[config.mk]
export PLATFORM = sky130hd
export DESIGN_NAME = uart_tx_arbiter
export DESIGN_NICKNAME = d
export VERILOG_FILES = /design/src/rtl/uart_tx_arbiter.sv
export SDC_FILE = /design/constraint.sdc
export NUM_CORES = 1
export LEC_CHECK = 0
export CAP_MARGIN = 15
export CORE_MARGIN = 10
export CORE_UTILIZATION = 38
export DETAILED_ROUTE_END_ITERATION = 10
export PLACE_DENSITY = 0.7
export SYNTH_ARGS = -nofsm -noshare
export SYNTH_HDL_FRONTEND = slang
export SYNTH_SLANG_ARGS = --single-unit
export TNS_END_PERCENT = 100
[constraint.sdc]
create_clock -name clk -period 2.55 [get_ports clk]
set_input_delay 0.3825 -clock clk [delete_from_list [all_inputs] [get_ports clk]]
set_output_delay 0.3825 -clock clk [all_outputs]
set_load 0.01 [all_outputs]
[src/rtl/uart_tx_arbiter.sv]
// Packet-locked round-robin arbiter that shares one UART byte transmitter
// between NUM_REQ byte-stream requesters, with forced release of idle locks.
`timescale 1ns/1ps
module uart_tx_arbiter #(
  parameter int NUM_REQ      = 2,
  parameter int LOCK_TIMEOUT = 1_000_000,
  parameter int TO_W         = 20
) (
  input  logic                 clk,
  input  logic                 reset,
  input  logic [NUM_REQ-1:0]   req_valid,
  input  logic [8*NUM_REQ-1:0] req_data,
  input  logic [NUM_REQ-1:0]   req_last,
  output logic [NUM_REQ-1:0]   req_ready,
  output logic [NUM_REQ-1:0]   grant,
  output logic                 tx_start,
  output logic [7:0]           tx_data,
  input  logic                 tx_busy,
  output logic                 lock_timeout,
  output logic [1:0]           dbg_state
);

  localparam int                IDX_W    = (NUM_REQ > 2) ? 2 : 1;
  localparam logic [TO_W-1:0]   TO_LAST  = TO_W'(LOCK_TIMEOUT - 1);
  localparam logic [IDX_W-1:0]  LAST_IDX = IDX_W'(NUM_REQ - 1);

  typedef enum logic [1:0] {
    S_IDLE       = 2'd0,
    S_SEND       = 2'd1,
    S_WAIT_START = 2'd2,
    S_WAIT_DONE  = 2'd3
  } state_t;

  state_t             r_state, w_state_nxt;
  logic [NUM_REQ-1:0] r_grant, w_grant_nxt;
  logic [IDX_W-1:0]   r_owner, w_owner_nxt;
  logic [IDX_W-1:0]   r_last_grant, w_last_grant_nxt;
  logic [TO_W-1:0]    r_cnt, w_cnt_nxt;
  logic               r_last_flag, w_last_flag_nxt;
  logic               r_tx_start, w_tx_start_nxt;
  logic [7:0]         r_tx_data, w_tx_data_nxt;
  logic               r_lock_to, w_lock_to_nxt;

  logic [IDX_W:0]     w_pick;
  logic [7:0]         w_owner_data;
  logic               w_hs;

  // First valid requester after 'last', wrapping; MSB of the result is "found".
  function automatic logic [IDX_W:0] rr_pick(input logic [NUM_REQ-1:0] v,
                                             input logic [IDX_W-1:0]   last);
    logic [IDX_W:0] res;
    int             idx;
    res = '0;
    for (int k = NUM_REQ; k >= 1; k--) begin
      idx = (int'(last) + k) % NUM_REQ;
      if (v[IDX_W'(idx)]) res = {1'b1, IDX_W'(idx)};
    end
    return res;
  endfunction

  assign w_pick       = rr_pick(req_valid, r_last_grant);
  assign w_owner_data = req_data[{r_owner, 3'b000} +: 8];

  // Handshake: a byte moves when req_valid[g] and req_ready[g] are both high on
  // a clock edge; ready only rises for the owner in SEND while the UART is free.
  assign w_hs = (r_state == S_SEND) & req_valid[r_owner] & ~tx_busy;

  always_comb begin
    req_ready = '0;
    if (r_state == S_SEND && !tx_busy) req_ready = r_grant & req_valid;
  end

  always_comb begin
    w_state_nxt      = r_state;
    w_grant_nxt      = r_grant;
    w_owner_nxt      = r_owner;
    w_last_grant_nxt = r_last_grant;
    w_cnt_nxt        = r_cnt;
    w_last_flag_nxt  = r_last_flag;
    w_tx_start_nxt   = 1'b0;
    w_tx_data_nxt    = r_tx_data;
    w_lock_to_nxt    = 1'b0;
    case (r_state)
      S_IDLE: begin
        w_cnt_nxt = '0;
        if (w_pick[IDX_W]) begin
          w_owner_nxt = w_pick[IDX_W-1:0];
          w_grant_nxt = NUM_REQ'(1) << w_pick[IDX_W-1:0];
          w_state_nxt = S_SEND;
        end
      end
      S_SEND: begin
        // A handshake on the expiry cycle takes precedence over the timeout.
        if (w_hs) begin
          w_tx_start_nxt  = 1'b1;
          w_tx_data_nxt   = w_owner_data;
          w_last_flag_nxt = req_last[r_owner];
          w_cnt_nxt       = '0;
          w_state_nxt     = S_WAIT_START;
        end else if (!req_valid[r_owner]) begin
          if (r_cnt == TO_LAST) begin
            w_lock_to_nxt    = 1'b1;
            w_last_grant_nxt = r_owner;
            w_grant_nxt      = '0;
            w_cnt_nxt        = '0;
            w_state_nxt      = S_IDLE;
          end else begin
            w_cnt_nxt = r_cnt + 1'b1;
          end
        end
      end
      S_WAIT_START: w_state_nxt = S_WAIT_DONE;
      S_WAIT_DONE: begin
        if (!tx_busy) begin
          if (r_last_flag) begin
            w_last_grant_nxt = r_owner;
            w_grant_nxt      = '0;
            w_state_nxt      = S_IDLE;
          end else begin
            w_state_nxt = S_SEND;
          end
        end
      end
      default: w_state_nxt = S_IDLE;
    endcase
  end

  always_ff @(posedge clk or posedge reset) begin
    if (reset) begin
      r_state      <= S_IDLE;
      r_grant      <= '0;
      r_owner      <= '0;
      r_last_grant <= LAST_IDX;
      r_cnt        <= '0;
      r_last_flag  <= 1'b0;
      r_tx_start   <= 1'b0;
      r_tx_data    <= 8'h00;
      r_lock_to    <= 1'b0;
    end else begin
      r_state      <= w_state_nxt;
      r_grant      <= w_grant_nxt;
      r_owner      <= w_owner_nxt;
      r_last_grant <= w_last_grant_nxt;
      r_cnt        <= w_cnt_nxt;
      r_last_flag  <= w_last_flag_nxt;
      r_tx_start   <= w_tx_start_nxt;
      r_tx_data    <= w_tx_data_nxt;
      r_lock_to    <= w_lock_to_nxt;
    end
  end

  assign grant        = r_grant;
  assign tx_start     = r_tx_start;
  assign tx_data      = r_tx_data;
  assign lock_timeout = r_lock_to;
  assign dbg_state    = r_state;

endmodule

### Word level (Yosys, flattened, before mapping)

Index checks and enable logic that the tools add are counted.

* flip-flop bits (word level): 37
* output and inout port bits: 16
* input bits: 23

* mux-type cells: 39
* equal/unequal tests: 12
* shifts and indexed selects: 2
* add/sub/neg operators: 3
* reduce and logical (&&, ||, !) cells: 12
* magnitude comparators: 3
* bitwise operators: 4

Operators by type and width (count)
* $mux 20: 3
* $pmux 20 s2: 1
* $mux 2: 12
* $add 20x1->20 const B: 1
* $eq 20x20->1 const B: 1
* $mux 1: 20
* $shiftx 16x5->8: 1
* $ne 2x2->1 const B: 5
* $pmux 2 s4: 1
* $reduce_and 7->1: 1
* $lt 1x3->1 const B: 2
* $pmux 2 s3: 1
* $reduce_and 2->1: 3
* $reduce_and 6->1: 1
* $eq 2x2->1 const B: 2
* $reduce_and 4->1: 1
* $reduce_bool 2->1: 2
* $ne 3x2->1 const B: 1
* $ne 3x3->1 const B: 1
* $reduce_bool 3->1: 1
* $add 1x1->1 const B: 2
* $and 1x1->1: 2
* $and 2x2->2: 1
* $eq 2x1->1 const B: 1
* other kinds (8): 8

### Logic depth before layout (Yosys ltp)

Gate-level depths: netlist of run 1.

* word-level depth: 9
* mapped depth: 7
* gate-level depth less buffers: 6

### Worst setup path after synthesis of run 1

No wires, ideal clock.

* path kind: register to register
* start point: reg r_cnt[0]
* end point: reg r_cnt[10]
* setup slack: 0.830 ns
* arrival: 1.593 ns
* cell stages (with the launch flop): 8
* data required time: 2.423 ns
* path through: dfrtp_1 -> ha_1 -> nand3_1 -> nor2_1 -> nand4_1 -> buf_2 -> a21oi_4 -> nor2_1

* longest elaborated chain between the ends: 5
* elaborated cells on any way between the ends: 6
* those cells by class: add/sub (1); eq/ne (1); mux (4)

RTL lines
* start, declared: line 38 `logic [TO_W-1:0] r_cnt, w_cnt_nxt;`
* start signal, assigned: line 144 `r_cnt <= w_cnt_nxt;`
* $add 20x1->20 / $eq 20x20->1 (equally long branches): line 108, 101
* $mux 20 *: line 101 `if (r_cnt == TO_LAST) begin`
* $mux 20 *: line 100 `end else if (!req_valid[r_owner]) begin`
* $mux 20 *: line 94 `if (w_hs) begin`
* $pmux 20 s2 *: line 83 `case (r_state)`

Mark *: on every way between the ends. The rest lies on a longest branch, timed or not. The select of a mux whose other input is x is not followed.
A chain may end at the register's enable or synchronous reset.

### Worst setup path after layout of run 1

* start point: in tx_busy
* end point: out req_ready[1]

* longest elaborated chain between the ends: 3

RTL lines
* start, declared: line 18 `input logic tx_busy,`
* $logic_not 1->1
* $logic_and 1x1->1: line 70 `if (r_state == S_SEND && !tx_busy) req_ready = r_grant & req_valid;`
* $mux 2: line 70
* end, declared: line 14 `output logic [NUM_REQ-1:0] req_ready,`

No other way between the ends.

==> results of run 1 <==
==> placed cells by master, fill, tap and decap left out, types with 8 or more instances in the layout <==
| cell | instances |
|---|---|
| nand3_1 | 11 |
| clkdlybuf4s50_1 | 38 |
| dfrtp_1 | 36 |
| nand2_1 | 23 |
| nor2_1 | 16 |
| inv_1 | 8 |
| mux2i_1 | 10 |
| o21ai_0 | 15 |
| a31oi_1 | 9 |
==> synthesized netlist by cell type, types with 3 or more instances <==
cell / n / area share (%)
dfrtp_1: 36 / 45
nand2_1: 23 / 4.3
nor2_1: 16 / 3.0
o21ai_0: 15 / 3.7
nand3_1: 11 / 2.7
mux2i_1: 10 / 5.0
a31oi_1: 9 / 2.8
inv_1: 8 / 1.5
and3_1: 7 / 2.2
nand4_1: 7 / 2.2
xnor2_1: 6 / 2.6
clkbuf_1: 5 / 0.94
o21ai_1: 5 / 1.2
and4_1: 4 / 1.7
a22oi_1: 3 / 1.1
buf_2: 3 / 0.75
nand2b_1: 3 / 0.94
nor3b_1: 3 / 1.1
nor4_1: 3 / 0.94
o22ai_1: 3 / 0.94
xor2_1: 3 / 1.3
==> worst max-delay path by stage <==
stage / from / end / slack, ps / cells after the start
2_1_floorplan: r_cnt[0] / r_cnt[10] / 830 / 7
3_3_place_gp: tx_busy / req_ready[1] / 250 / 4
3_5_place_dp: tx_busy / req_ready[1] / 190 / 4
4_1_cts: dbg_state[0] / req_ready[1] / 180 / 3
5_1_grt: dbg_state[0] / req_ready[0] / 50 / 3
6_report: tx_busy / req_ready[1] / 180 / 4
==> kinds of logic (layout without fill, tap and decap cells) <==
| logic type | count (synthesis) | in the layout | synth area share (%) |
|---|---|---|---|
| AND/OR/NAND/NOR | 91 | 91 | 24.6 |
| AO/OA/AOI/OAI | 43 | 43 | 14.1 |
| flip-flops | 37 | 37 | 46.3 |
| buffers and inverters | 18 | 60 | 4.13 |
| multiplexers | 12 | 12 | 6.31 |
| XOR/XNOR | 9 | 9 | 3.94 |
| adder cells (fa/ha/maj) | 1 | 1 | 0.625 |
==> metal layers <==
| layer | GRT usage [%] | wire (um) | vias to the layer above |
|---|---|---|---|
| met1 | 12.6 | 1940 | 790 |
| met2 | 18.7 | 2310 | 41 |
| li1 | - | - | 837 |
| met5 | 0 | 0 | - |
| met4 | 2.44 | 38 | 0 |
| met3 | 3.31 | 261 | 2 |
==> worst min-delay path, cell delays in order (launching register included) <==
cell,delay (ps)
dfrtp_1,350
nand2_1,40
o21ai_0,60
==> power by group <==
| group | internal (mW) | leakage (nW) | switching [mW] | total [mW] |
|---|---|---|---|---|
| combinational | 0.438 | 0.582 | 0.480 | 0.918 |
| clock | 0.318 | 0.0574 | 0.206 | 0.525 |
| sequential | 0.727 | 0.486 | 0.141 | 0.868 |
| total | 1.48 | 1.13 | 0.827 | 2.31 |
==> sequential cells by signal (all words and copies together), names as in the netlist, named ones only <==
register / cells
r_cnt: 20
r_last_flag: 1
tx_start: 1
dbg_state: 1
lock_timeout: 1
tx_data: 8
grant: 2
r_owner: 1
r_last_grant: 1
==> final cells by class <==
class	count	area share [%]
Multi-Input combinational cell	156	38.4
Sequential cell	37	35.9
Timing Repair Buffer	44	16.5
Tap cell	70	3.39
Clock buffer	6	3.20
Clock inverter	2	1.45
Inverter	8	1.16
==> metrics by stage <==
| stage | total power [mW] | area (um2) |
|---|---|---|
| after global routing | 2.47 | 2580 |
| after floorplan | 1.43 | 2000 |
| after CTS | 2.34 | 2580 |
| after global placement | 1.80 | 2460 |
| final | 2.31 | 2580 |
| after detailed placement | 1.81 | 2460 |
==> impl_metrics.csv, run 1 <==
group,metric,value,unit
clocking,post-cts-setup-buffers,0,
final_layout,multi_input_area,992,um2
placement,portBuffers,38,
power,power_density,895,mW/mm2
floorplan,boundaryPins,39,
timing,rsz0062_at_grt,"no",
synth,syn-num-nets,235,
worst_setup_path,worst-setup-path-type,"input port to primary output",
worst_setup_path,cp-end-kind,"primary output",
synth,synthFlopType,"dfrtp_1",
clocking,cts_sinks,37,
placement,place_ws,187,ps
synth,ys_warn_count,0,
routing,firstDrtPassIters,4,
timing,tightestPinTransition,535,ps
worst_setup_path,cp.required,2170,ps
min_path,hold_path_class,"flop to flop",
worst_setup_path,crit_path_top_delay_cell,"clkdlybuf4s50_1",
synth,synth_area_per_cell,9.49,um2
timing,relSlewSlack,64.2,%
power,ir_drop,412,uV
worst_setup_path,worstReg2RegEnd,"r_last_grant",
power,static-leakage-power,1.13,nW
timing,fin_ws,182,ps
final_layout,final.fill_count,476,
floorplan,die_h,92.6,um
synth,postSynthCellCount,211,
final_layout,final_cells,323,
floorplan,initial_core_util,39.2,%
timing,hold_ws,483,ps
synth,ys_types,44,
clocking,ctsHoldBuffers,0,
synth,ys_async_sr_fraction,100,%
min_path,holdPathStages,2,
final_layout,final_net_count,276,
floorplan,die_x,92.6,um
grt,grt_first_pass_wirelength,7740,um
synth,syn_area,0.00200,mm2
placement,dp_hpwl,3480,um
synth,ys_ff_latch,37,
clocking,cts_resized,0,
grt,grt_util_all_layers,10.7,%
min_path,worstHoldStart,"tx_data[3]",
worst_setup_path,worst-path-buf-inv,2,
grt,grt_pass1_vias,1607,
synth,synth_edf_count,0,
worst_setup_path,rrSetupSlack,500,ps
worst_setup_path,path_cells,"clkdlybuf4s50_1 > nor3b_2 > and3_1 > clkdlybuf4s50_1",
clocking,cts_tree,"done",
grt,grt_max_degree,38,
final_layout,n_antenna_cell,0,
worst_setup_path,reg2reg_from,"r_cnt[0]",
floorplan,core,0.00511,mm2
routing,viasPerCell,5.17,
status,status,"finished, final reports clean",
clocking,clock_latency,280,ps
timing,finalSetupViolations,0,
worst_setup_path,cp_max_fo,4,
min_path,min_to,"tx_data[3]",
grt,antenna_found_initial,0,
worst_setup_path,reg2regPathDepth,7,
routing,ant_nets,0,
clocking,cts_buffer_depth,2,
timing,drv_slew,0,
clocking,cts-root-buf,"clkbuf_8",
routing,wl,4550,um
floorplan,die_area,0.00857,mm2
routing,vias,1670,
timing,clock_skew,10.5,ps
timing,fmax,422,MHz
floorplan,num_rows,26,
flow_run,max-cap-violations,0,
routing,routedWlPerCell,14.1,um
final_layout,postLayoutCoreUtil,50.6,%
final_layout,areaGrowthSynthToFinish,29.0,%
worst_setup_path,path_delay_family,"buffers and inverters",
timing,fin_tns_setup,0,ps
routing,drc,0,
placement,placed_cells,315,
clocking,cts_buffers,5,
clocking,cts.clk_slew.worst_paths,70,ps
grt,gr-total-overflow,0,
timing,timing.final.crit_period,2370,ps
worst_setup_path,crit_path_max_incr_delay,540,ps
worst_setup_path,worstPathArrival,1990,ps
final_layout,drive_gt1_share,9.88,%
worst_setup_path,cp-start-kind,"input port",
synth,seq_area_frac_synth,46.3,%
routing,drt-initial-drc-count,114,
clocking,cts_htree_levels,2,
timing,finalCritPeriodShare,92.9,%
final_layout,seq_area,927,um2
timing,hold_viol_final,0,
worst_setup_path,crit_path_frequent_cell,"clkdlybuf4s50_1",
placement,place_congestion,0.824,
Note: power is estimated with default switching activity, not from simulation.
==> inputs of run 2 (changes only) <==
--- a/config.mk
+++ b/config.mk
@@ -10,6 +10,7 @@
 export CORE_UTILIZATION = 38
 export DETAILED_ROUTE_END_ITERATION = 10
 export PLACE_DENSITY = 0.7
+export SETUP_SLACK_MARGIN = 0.15
 export SYNTH_ARGS = -nofsm -noshare
 export SYNTH_HDL_FRONTEND = slang
 export SYNTH_SLANG_ARGS = --single-unit
==> impl_metrics.csv, run 2 (synthesized netlist as in run 1, its figures left out) <==
group,metric,value,unit
worst_setup_path,crit_path_max_incr_delay,550,ps
grt,grt_first_pass_wirelength,7740,um
clocking,ctsHoldBuffers,0,
clocking,cts_buffers,5,
placement,postPlaceCellArea,0.00246,mm2
grt,grt_max_degree,38,
routing,routedWlPerCell,14.1,um
routing,drt-initial-drc-count,104,
power,ir_drop,413,uV
power,static-leakage-power,1.13,nW
routing,viasPerCell,5.22,
final_layout,multi_input_area,998,um2
floorplan,die_area,0.00857,mm2
placement,place_ws,187,ps
clocking,clock_latency,280,ps
timing,tightestPinTransition,534,ps
timing,rsz0062_at_grt,"no",
clocking,cts_htree_levels,2,
worst_setup_path,cp.required,2170,ps
power,total_power,2.33,mW
timing,fmax,430,MHz
routing,firstDrtPassIters,4,
floorplan,die_h,92.6,um
timing,fin_ws,225,ps
worst_setup_path,worst-path-buf-inv,2,
status,status,"finished, final reports clean",
grt,antenna_found_initial,0,
worst_setup_path,worst-setup-path-type,"input port to primary output",
timing,drv_slew,0,
timing,hold_ws,483,ps
worst_setup_path,path_delay_family,"buffers and inverters",
floorplan,core,0.00511,mm2
placement,place_congestion,0.824,
clocking,cts_buffer_depth,2,
clocking,cts-root-buf,"clkbuf_8",
clocking,cts_sinks,37,
final_layout,seq_area,928,um2
power,power_density,897,mW/mm2
final_layout,layout_common_cells,"clkdlybuf4s50_1, dfrtp_1, nand2_1, nor2_1, o21ai_0",
final_layout,largest_reg_flops,20,
routing,drc,0,
worst_setup_path,crit_path_frequent_cell,"clkdlybuf4s50_1",
placement,portBuffers,38,
worst_setup_path,path_cells,"clkdlybuf4s50_1 > nor3b_4 > and3_1 > clkdlybuf4s50_1",
worst_setup_path,cp-start-kind,"input port",
routing,vias,1691,
worst_setup_path,worstPathArrival,1940,ps
floorplan,initial_core_util,39.2,%
timing,timing.final.crit_period,2330,ps
final_layout,final.fill_count,472,
grt,grt_util_all_layers,10.7,%
timing,clock_skew,9.87,ps
floorplan,boundaryPins,39,
clocking,cts_tree,"done",
final_layout,final_cells,324,
timing,finalCritPeriodShare,91.2,%
flow_run,max-cap-violations,0,
routing,ant_nets,0,
timing,hold_viol_final,0,
final_layout,final_net_count,277,
final_layout,final_common_cell,"clkdlybuf4s50_1",
grt,grt_pass1_vias,1607,
final_layout,n_antenna_cell,0,
routing,wl,4570,um
final_layout,drive_gt1_share,10.6,%
min_path,hold_path_class,"flop to flop",
final_layout,design_area,0.00260,mm2
timing,fin_tns_setup,0,ps
floorplan,num_rows,26,
timing,finalSetupViolations,0,
worst_setup_path,crit_path_top_delay_cell,"clkdlybuf4s50_1",
worst_setup_path,cp-end-kind,"primary output",
final_layout,largest_register,"r_cnt",
placement,dp_hpwl,3480,um
clocking,cts.clk_slew.worst_paths,80,ps
worst_setup_path,cp_max_fo,4,
final_layout,postLayoutCoreUtil,50.9,%
timing,relSlewSlack,64.3,%
floorplan,die_x,92.6,um
grt,gr-total-overflow,0,
final_layout,areaGrowthSynthToFinish,29.7,%
placement,placed_cells,315,
[run 2: changes by cell type in the layout (fill, tap and decap cells not counted), sizes merged]
cell  delta
buf      +1
[run 2: layout make-up]
| type | instances | area share (%) |
|---|---|---|
| multi-input cells | 156 | 38.4 |
| inverters | 8 | 1.16 |
| repair buffers | 45 | 16.7 |
| clock inverters | 2 | 1.45 |
| well taps | 70 | 3.37 |
| clock buffers | 6 | 3.18 |
| flip-flops and latches | 37 | 35.7 |
[run 2: per-layer routing]
metal | up-vias | track usage, % | part of all wire [%]
met5 | - | 0 | 0
met4 | 0 | 2.44 | 0.83
met3 | 2 | 3.31 | 4.9
met2 | 38 | 18.7 | 51
met1 | 812 | 12.6 | 43
li1 | 839 | - | -
[run 2: repair_timing]
action,in CTS,in global routing
gates resized for setup,0,2
setup endpoints to repair,0,2
setup buffers,0,1
[run 2: path summary, 6_finish.rpt]
| kind | startpoint | end | slack, ps | depth (start not counted) |
|---|---|---|---|---|
| worst max-delay path | tx_busy | req_ready[1] | 220 | 4 |
| worst min-delay path | tx_data[3] | tx_data[3] | 480 | 2 |
| worst max register to register | r_cnt[0] | r_last_grant | 500 | 7 |
| worst min register to register | tx_data[3] | tx_data[3] | 480 | 2 |
| max in group asynchronous | reset | dbg_state[0] | 1710 | 3 |
| min in group asynchronous | reset | tx_data[3] | 490 | 3 |
[run 2: worst reg2reg max path, stage by stage, from the launching register on]
cell	delay, ps
dfrtp_1	450
ha_1	230
nand3_1	210
nor2_1	290
nand4_1	110
buf_4	230
o21ai_1	150
mux2_1	330
[run 2: report_power, final]
group          internal (mW)  switching (mW)  total (mW)  leakage [nW]
Combinational          0.449           0.484       0.933         0.589
Clock                  0.318           0.205       0.523        0.0574
Sequential             0.728           0.145       0.873         0.485
Total                   1.50           0.834        2.33          1.13
